<file path="config.mk">
export PLATFORM = sky130hd
export DESIGN_NAME = pc_fetch_unit
export DESIGN_NICKNAME = d
export VERILOG_FILES = /design/src/rtl/pc_fetch_unit.sv
export SDC_FILE = /design/constraint.sdc
export NUM_CORES = 1
export LEC_CHECK = 0
export CORE_UTILIZATION = 45
export DETAILED_ROUTE_END_ITERATION = 7
export HOLD_SLACK_MARGIN = 0.05
export PLACE_DENSITY = 0.82
export SKIP_CTS_REPAIR_TIMING = 1
export SYNTH_ARGS = -nofsm -noshare
export SYNTH_HDL_FRONTEND = slang
export SYNTH_SLANG_ARGS = --single-unit
export TNS_END_PERCENT = 1
</file>
<file path="constraint.sdc">
create_clock -name Clk -period 4 [get_ports Clk]
set_input_delay 0.8 -clock Clk [delete_from_list [all_inputs] [get_ports Clk]]
set_output_delay 0.8 -clock Clk [all_outputs]
set_load 0.02 [all_outputs]
</file>
<file path="src/rtl/pc_fetch_unit.sv">
// Program counter and instruction-fetch sequencer for the multicycle MIPS datapath.
// Fetches over a req/ack handshake, holds the instruction for decode, then resolves the next PC.
module pc_fetch_unit #(
    parameter logic [31:0] RESET_PC = 32'h0000_0000,
    parameter int          CNT_W    = 32
) (
    input  logic             Clk,
    input  logic             Rst_n,
    output logic             Imem_Req,
    output logic [31:0]      Imem_Addr,
    input  logic             Imem_Ack,
    input  logic [31:0]      Imem_Rdata,
    output logic [31:0]      Instr,
    output logic             Instr_Valid,
    input  logic             Exec_Done,
    input  logic             Branch_Taken,
    input  logic [31:0]      Branch_Offset_Shifted,
    input  logic             Jump,
    input  logic [25:0]      Jump_Index,
    output logic [31:0]      PC,
    output logic [31:0]      PC_Plus4,
    output logic [CNT_W-1:0] Instr_Count,
    output logic             Align_Err
);

    typedef enum logic [1:0] {
        IDLE  = 2'd0,
        FETCH = 2'd1,
        EXEC  = 2'd2
    } state_t;

    state_t      state;
    state_t      state_nxt;
    logic [31:0] next_pc;
    logic        fetch_hit;
    logic        retire;
    logic        misalign;

    // Jump keeps the upper nibble of the sequential PC; branch offsets ignore their low bits.
    function automatic logic [31:0] calc_next_pc(
        input logic [31:0] pc4,
        input logic        jmp,
        input logic        taken,
        input logic [31:0] offset,
        input logic [25:0] index
    );
        logic [31:0] result;
        if (jmp)
            result = {pc4[31:28], index, 2'b00};
        else if (taken)
            result = pc4 + {offset[31:2], 2'b00};
        else
            result = pc4;
        return result;
    endfunction

    assign PC_Plus4    = PC + 32'd4;
    assign Imem_Addr   = PC;
    assign Imem_Req    = (state == FETCH);
    assign Instr_Valid = (state == EXEC);

    assign fetch_hit = (state == FETCH) && Imem_Ack;
    assign retire    = (state == EXEC) && Exec_Done;
    assign misalign  = retire && Branch_Taken && !Jump && (Branch_Offset_Shifted[1:0] != 2'b00);
    assign next_pc   = calc_next_pc(PC_Plus4, Jump, Branch_Taken, Branch_Offset_Shifted, Jump_Index);

    always_comb begin
        state_nxt = state;
        case (state)
            IDLE:    state_nxt = FETCH;
            FETCH:   if (Imem_Ack) state_nxt = EXEC;
            EXEC:    if (Exec_Done) state_nxt = FETCH;
            default: state_nxt = IDLE;
        endcase
    end

    always_ff @(posedge Clk or negedge Rst_n) begin
        if (!Rst_n) begin
            state       <= IDLE;
            PC          <= RESET_PC;
            Instr       <= 32'd0;
            Instr_Count <= '0;
            Align_Err   <= 1'b0;
        end else begin
            state <= state_nxt;
            if (fetch_hit)
                Instr <= Imem_Rdata;
            if (retire) begin
                PC          <= next_pc;
                Instr_Count <= Instr_Count + CNT_W'(1);
            end
            if (misalign)
                Align_Err <= 1'b1;
        end
    end

endmodule

</file>
# Yosys cells after proc, flatten, opt, wreduce, memory -nomap -nowiden
# Index checks and enable logic that the tools add are counted.
[op_classes]
add_sub_neg = 3
n_eq_ne = 4
n_mux = 5
reduce_logical = 9
[ops]
columns = ["cell", "n"]
rows = [
  ["2-to-1 mux 32 bit", 2],
  ["adder 32 x 1 -> 32 bit (second input constant)", 1],
  ["adder 32 x 3 -> 32 bit (second input constant)", 1],
  ["adder 32 bit", 1],
  ["one-hot mux 2 bit (3 select lines)", 1],
  ["logical AND 1 bit", 5],
  ["2-to-1 mux 2 bit", 2],
  ["!= test 2 x 1 -> 1 bit (second input constant)", 2],
  ["equality test 2 x 1 -> 1 bit (second input constant)", 1],
  ["equality test 2 bit (second input constant)", 1],
  ["zero test 2 bit", 1],
  ["AND reduction 2 bit", 1],
  ["nonzero test 2 bit", 1],
  ["zero test 1 bit", 1],
]
[word_totals]
regBits = 99
in_bits = 96
out_inout_bits = 163

# Logic depth before layout (Yosys ltp)
# Gate-level depths: netlist of run 1.
[depth]
ltp_word = 5
mapped_depth = 15
mapped_depth_nobuf = 14

# Worst setup path after synthesis of run 1
# No wires, ideal clock.
[synth_path]
path_kind = "register to register"
startpoint = "reg PC[4] (netlist: Imem_Addr[4])"
endpoint = "reg PC[29] (netlist: Imem_Addr[29])"
setup_time_ps = 127
arrival_ps = 3804
t_required_ps = 3873
path_slack_ps = 69
path_stages_with_launch = 16
path_buffers = 1
cell_sequence = "dfrtp_1 -> and4_1 -> and3_1 -> and2_1 -> nand4_1 -> xnor2_1 -> ha_1 -> buf_6 -> a21o_1 -> or3_4 -> o21bai_1 -> a31o_1 -> a221o_1 -> a31oi_2 -> xor2_1 -> o21ai_1"
[synth_between]
elab_chain_cells = 4
[synth_lines]
columns = ["element", "line", "source"]
rows = [
  ["from (decl)", "20", "output logic [31:0] PC,"],
  ["from (signal assigned)", "89", "PC <= next_pc;"],
  ["adder 32 x 3 -> 32 bit", "57", "assign PC_Plus4 = PC + 32'd4;"],
  ["net PC_Plus4[24]", "21", "output logic [31:0] PC_Plus4,"],
  ["adder 32 bit", "51", "result = pc4 + {offset[31:2], 2'b00};"],
  ["2-to-1 mux 32 bit", "50", "else if (taken)"],
  ["2-to-1 mux 32 bit", "48", "if (jmp)"],
]
# The timed path passes the listed nets, and every way through them passes these cells.
# A chain may end at the register's enable or synchronous reset.

# Worst setup path in the final report of run 1
[layout_path]
startpoint = "reg PC[3] (netlist: Imem_Addr[3])"
endpoint = "reg PC[25] (netlist: Imem_Addr[25])"
[layout_between]
elab_chain_cells = 4
[layout_lines]
columns = ["element", "line"]
rows = [
  ["adder 32 x 3 -> 32 bit (*)", "57"],
  ["adder 32 bit", "51"],
  ["2-to-1 mux 32 bit (*)", "50"],
  ["2-to-1 mux 32 bit (*)", "48"],
]
# Mark *: on every way between the ends. The rest lies on a longest branch, timed or not.

==> results of run 1 <==
[worst max-delay path: stages (launching register included)]
cell and delay, ns:
dfrtp_1 0.50, ha_2 0.31, and3_1 0.29, nand3_1 0.12
xnor2_1 0.35, ha_1 0.43, a21oi_1 0.24, o21ai_0 0.16
nand2_1 0.10, nand3_1 0.12, a41oi_4 0.29, o21bai_1 0.11
a2111oi_1 0.44, o32a_1 0.22
[sequential cells by signal, indices dropped and copies added (netlist names)]
| register | cells |
|---|---|
| Instr | 32 |
| Instr_Count | 32 |
| Imem_Addr | 30 |
| state | 2 |
| Align_Err | 1 |
[stage by stage]
stage | worst slack (ns) | hold slack, ns | utilization (%)
after floorplan | 0.06935 | 0.4839 | -
after global placement | 0.3764 | 0.4558 | 63.46
after detailed placement | 0.2501 | 0.4568 | 63.46
after CTS | 0.2099 | 0.4066 | 65.58
after global routing | -0.01369 | 0.4156 | 65.89
final | 0.2481 | 0.3957 | 65.89
[area by class of cell]
type                    count  area, um^2
inverters                   9       33.78
flip-flops and latches     97        2430
clock buffers              10       239.0
well taps                 184       230.2
clock inverters             6       71.32
repair buffers            268        2640
fillers                  1177        4995
multi-input cells         580        4005
[per-layer routing]
| metal | GRT usage [%] | part of all wire [%] | up-vias |
|---|---|---|---|
| met2 | 45.01 | 48 | 317 |
| met3 | 4.596 | 7.1 | 42 |
| met1 | 34.74 | 43 | 3021 |
| li1 | - | - | 3081 |
| met4 | 7.245 | 2.2 | 0 |
| met5 | 0 | 0 | - |
[final timing paths]
check	cells after the start	from	to	slack, ns
worst min register to register	1	Instr_Count[31]	Instr_Count[31]	0.47
worst max-delay path	13	Imem_Addr[3]	Imem_Addr[25]	0.25
min in group Clk	1	Instr_Count[31]	Instr_Count[31]	0.47
worst max register to register	13	Imem_Addr[3]	Imem_Addr[25]	0.25
max in group asynchronous	2	Rst_n	Instr_Count[5]	2.79
worst min-delay path	1	Rst_n	Instr_Count[28]	0.40
[cells by family after synthesis]
kind of cell / Yosys count / synth area share, %
other cells: 1 / 0.05521
buf+inv: 74 / 6.226
xor+xnor: 80 / 10.54
flops: 97 / 35.73
compound gates: 172 / 16.17
mux: 39 / 6.373
fa+ha+maj: 38 / 7.110
simple gates: 245 / 17.79
[cells in the mapped netlist, drive strengths merged, types with 8 or more instances]
cell type and n:
and3 17, buf 39, mux2 34, inv 9
xor2 22, nand4 26, o21ai 48, xnor2 58
a21oi 46, dfrtp 97, nand3 33, nor3 12
ha 37, clkbuf 26, nand2 73, nor2 51
a31oi 8, a21o 18, and4 10
[report_power, final]
group	switching [mW]	internal (mW)	total [mW]
registers	0.402	1.32	1.72
clock network	0.390	0.509	0.899
logic	2.53	2.24	4.76
==> impl_metrics.ini, run 1 <==
[synthesis]
synth_cell_types = 61
synthTopCellsByArea = dfrtp_1, xnor2_1, ha_1, mux2_2, nand2_1
synthesis.yosys.warnings = 0
yosysTopAreaCell = dfrtp_1
ys_ff_latch = 97
synth_top_cell_area_share_pct = 35.73
synth-seq-area-share_pct = 35.73
synth_edf_count = 0
ys.flop_type = dfrtp_1
avgSynthCellArea_um2 = 9.106
async_flop_share_pct = 100.0
syn_inst = 746
netlist_area_mm2 = 0.006793

[cells_and_area]
syn2layout_area_growth_pct = 42.05
final_common_cell = clkdlybuf4s50_1
nets = 1099
layout_common_cells = clkdlybuf4s50_1, dfrtp_1, nand2_1
stdcell_count = 1154
drive_gt1_share_pct = 8.454
diodes = 0
final_area_mm2 = 0.009649

[worst_hold_path]
hold_path_class = input port to asynchronous set/reset pin

[sta]
finalClockSkew_ns = 0.006098
relSlewSlack_pct = 48.16
rsz0062_at_grt = true
layout_min_cycle_time_ns = 3.752
worstMarginPinSlew_ns = 0.7775
fmax_ghz = 0.2665
setup-tns-final_ns = 0
setup_violations = 0
finalMaxSlewViolations = 0
hold_viol = 0
fin_crit_sh_pct = 93.80

[routing]
drt-initial-drc-count = 762
drt_wl_total_um = 20980
dr_total_vias = 6461
wire_per_inst_um = 18.18
dr.pass1.iters = 8
vias_per_cell = 5.599
drtAntennaViolNets = 0
drc = 42

[clock_tree]
cts_buffers = 9
clockBufferDepth = 2
clkLatencyLatePin_ns = 0.34
ctsRootBufferMaster = clkbuf_16
htreeDepth = 3
cts_num_sinks = 97
clkTransAtPathRegs_ns = 0.07
tritoncts = done

[critical_path]
crit_arrival_ns = 4.03
critPathKind = flip-flop to flip-flop
cp-start-kind = flip-flop
cp-end-kind = flip-flop
crit_fanout = 8
required_ns = 4.28

[global_route]
antenna_found_initial = 0
grt_overflow_total = 0
grt_pass1_wl_um = 32860
grt_pass1_vias = 6137
grt_max_degree = 50
track_usage_pct = 26.51

[die]
die_area_mm2 = 0.01559
core_area_mm2 = 0.01464
die_h_um = 124.9
die_width_um = 124.9
rows = 44
initial_core_util_pct = 46.39
io_pins = 259

[power_and_ir_drop]
leakage_nw = 4.094
ir_drop_mv = 0.3731
power_density_mw_per_mm2 = 765.6
finalPower_mw = 7.388

[run_status]
violations = design-rule violations
status = finished, violations left

[job]
drv_cap = 0

[placement]
hpwlAfterDp_um = 16390
gp_congestion = 0.9624
post-place-cells = 1138
place_area_mm2 = 0.009293
portBuffers = 252
(Power assumes the default switching activity.)
==> run 2: changes to the inputs <==
--- a/config.mk
+++ b/config.mk
@@ -5,6 +5,7 @@
 export SDC_FILE = /design/constraint.sdc
 export NUM_CORES = 1
 export LEC_CHECK = 0
+export CORE_MARGIN = 8
 export CORE_UTILIZATION = 45
 export DETAILED_ROUTE_END_ITERATION = 7
 export HOLD_SLACK_MARGIN = 0.05
==> run 2 against run 1 <==
Net effect: the flow now finishes without violations; critical path type is now flip-flop to primary output; global-route usage shrank 3.8 points; via count grew 1.3%; wire length grew 6.1%; highest routed layer unchanged.
==> impl_metrics.ini, run 2 (synthesis gave the netlist of run 1 again) <==
[sta]
finalClockSkew_ns = 0.009669
setup-tns-final_ns = 0
relSlewSlack_pct = 39.14
rsz0062_at_grt = false
setup_violations = 0
layout_min_cycle_time_ns = 3.755
fmax_ghz = 0.2663
fin_crit_sh_pct = 93.87
worstMarginPinSlew_ns = 0.9129
hold_viol = 0
finalMaxSlewViolations = 0

[routing]
drtAntennaViolNets = 0
wire_per_inst_um = 19.22
drt-initial-drc-count = 497
dr_total_vias = 6546
drc = 0
dr.pass1.iters = 5
drt_wl_total_um = 22250
vias_per_cell = 5.653

[placement]
hpwlAfterDp_um = 17940
gp_congestion = 0.9729
portBuffers = 252
place_area_mm2 = 0.009298

[clock_tree]
cts_buffers = 9
tritoncts = done
clockBufferDepth = 2
clkLatencyLatePin_ns = 0.34
htreeDepth = 3
cts_num_sinks = 97
clkTransAtPathRegs_ns = 0.07
ctsRootBufferMaster = clkbuf_16

[die]
io_pins = 259
core_area_mm2 = 0.01498
initial_core_util_pct = 45.36
die_area_mm2 = 0.01928
rows = 45
die_h_um = 138.9
die_width_um = 138.9

[critical_path]
crit_fanout = 7
crit_arrival_ns = 2.95
cp-end-kind = primary output
required_ns = 3.20
cpMaxStageDelayCell = clkdlybuf4s50_1
critPathKind = flip-flop to primary output
cp-start-kind = flip-flop
crit_chain = and3_1 > and4_1 > nand2_1 > nor4b_1 > buf_4 > xor2_1 > clkdlybuf4s50_1
cpPeakStageDelay_ns = 0.68

[cells_and_area]
nets = 1099
diodes = 0
final_common_cell = clkdlybuf4s50_1
layout_common_cells = clkdlybuf4s50_1, dfrtp_1, nand2_1
drive_gt1_share_pct = 8.144
syn2layout_area_growth_pct = 41.28
final_area_mm2 = 0.009597
fill_cells = 1251

[global_route]
grt_overflow_total = 0
grt_pass1_vias = 6497
antenna_found_initial = 0
grt_pass1_wl_um = 35400
grt_max_degree = 73
track_usage_pct = 22.74

[run_status]
status = complete, no violations

[job]
drv_cap = 0

[power_and_ir_drop]
power_density_mw_per_mm2 = 763.7
leakage_nw = 4.061
ir_drop_mv = 0.3392

[worst_hold_path]
hold_path_class = flip-flop to flip-flop
## run 2: metal layers
| layer | part of all wire (%) | track usage, % | wire length (um) |
|---|---|---|---|
| met1 | 42 | 28.21 | 9381 |
| met2 | 47 | 38.04 | 10520 |
| met5 | 0 | 0 | 0 |
| met4 | 2.9 | 8.377 | 646 |
| met3 | 7.7 | 5.060 | 1709 |
## run 2: critical path: cells and delay by family (launching register included)
family / cells / cell delay [ns]
xor+xnor: 1 / 0.27
flops: 1 / 0.50
simple gates: 4 / 0.97
buf+inv: 2 / 0.88
## run 2: worst paths after layout
kind,from,to,slack (ns),cells past startpoint
max,Imem_Addr[19],PC_Plus4[30],0.25,7
min,Instr_Count[31],Instr_Count[31],0.47,1
max reg2reg,Imem_Addr[5],Imem_Addr[29],0.29,14
min reg2reg,Instr_Count[31],Instr_Count[31],0.47,1
max in group asynchronous,Rst_n,Imem_Addr[11],2.62,2
min in group asynchronous,Rst_n,Instr[9],0.57,1
## run 2: area by class of cell
class	count	area (um^2)	share of cell area (%)
clock buffers	9	225.2	2.347
clock inverters	7	62.56	0.6519
inverters	9	33.78	0.3520
multi-input cells	580	3971	41.38
flip-flops and latches	97	2429	25.31
well taps	188	235.2	2.451
repair buffers	268	2640	27.51
## run 2: report_power, final
part	total, mW	internal, mW	switching [mW]
Combinational	4.78	2.23	2.55
Sequential	1.71	1.32	0.393
Clock	0.838	0.435	0.402
## run 2: through the flow
| stage | power [mW] | util (%) | instances | worst slack [ns] | hold slack, ns |
|---|---|---|---|---|---|
| global route | 7.770 | 64.08 | 1158 | 0.05762 | 0.4842 |
| CTS | 7.326 | 64.00 | 1158 | 0.2386 | 0.4784 |
| finish | 7.329 | 64.08 | 1158 | 0.2453 | 0.4697 |
| floorplan | 4.600 | - | 751 | 0.06935 | 0.4839 |
| global placement | 6.406 | 62.08 | 1142 | 0.3599 | 0.4548 |
| detailed placement | 6.471 | 62.08 | 1142 | 0.2737 | 0.4674 |
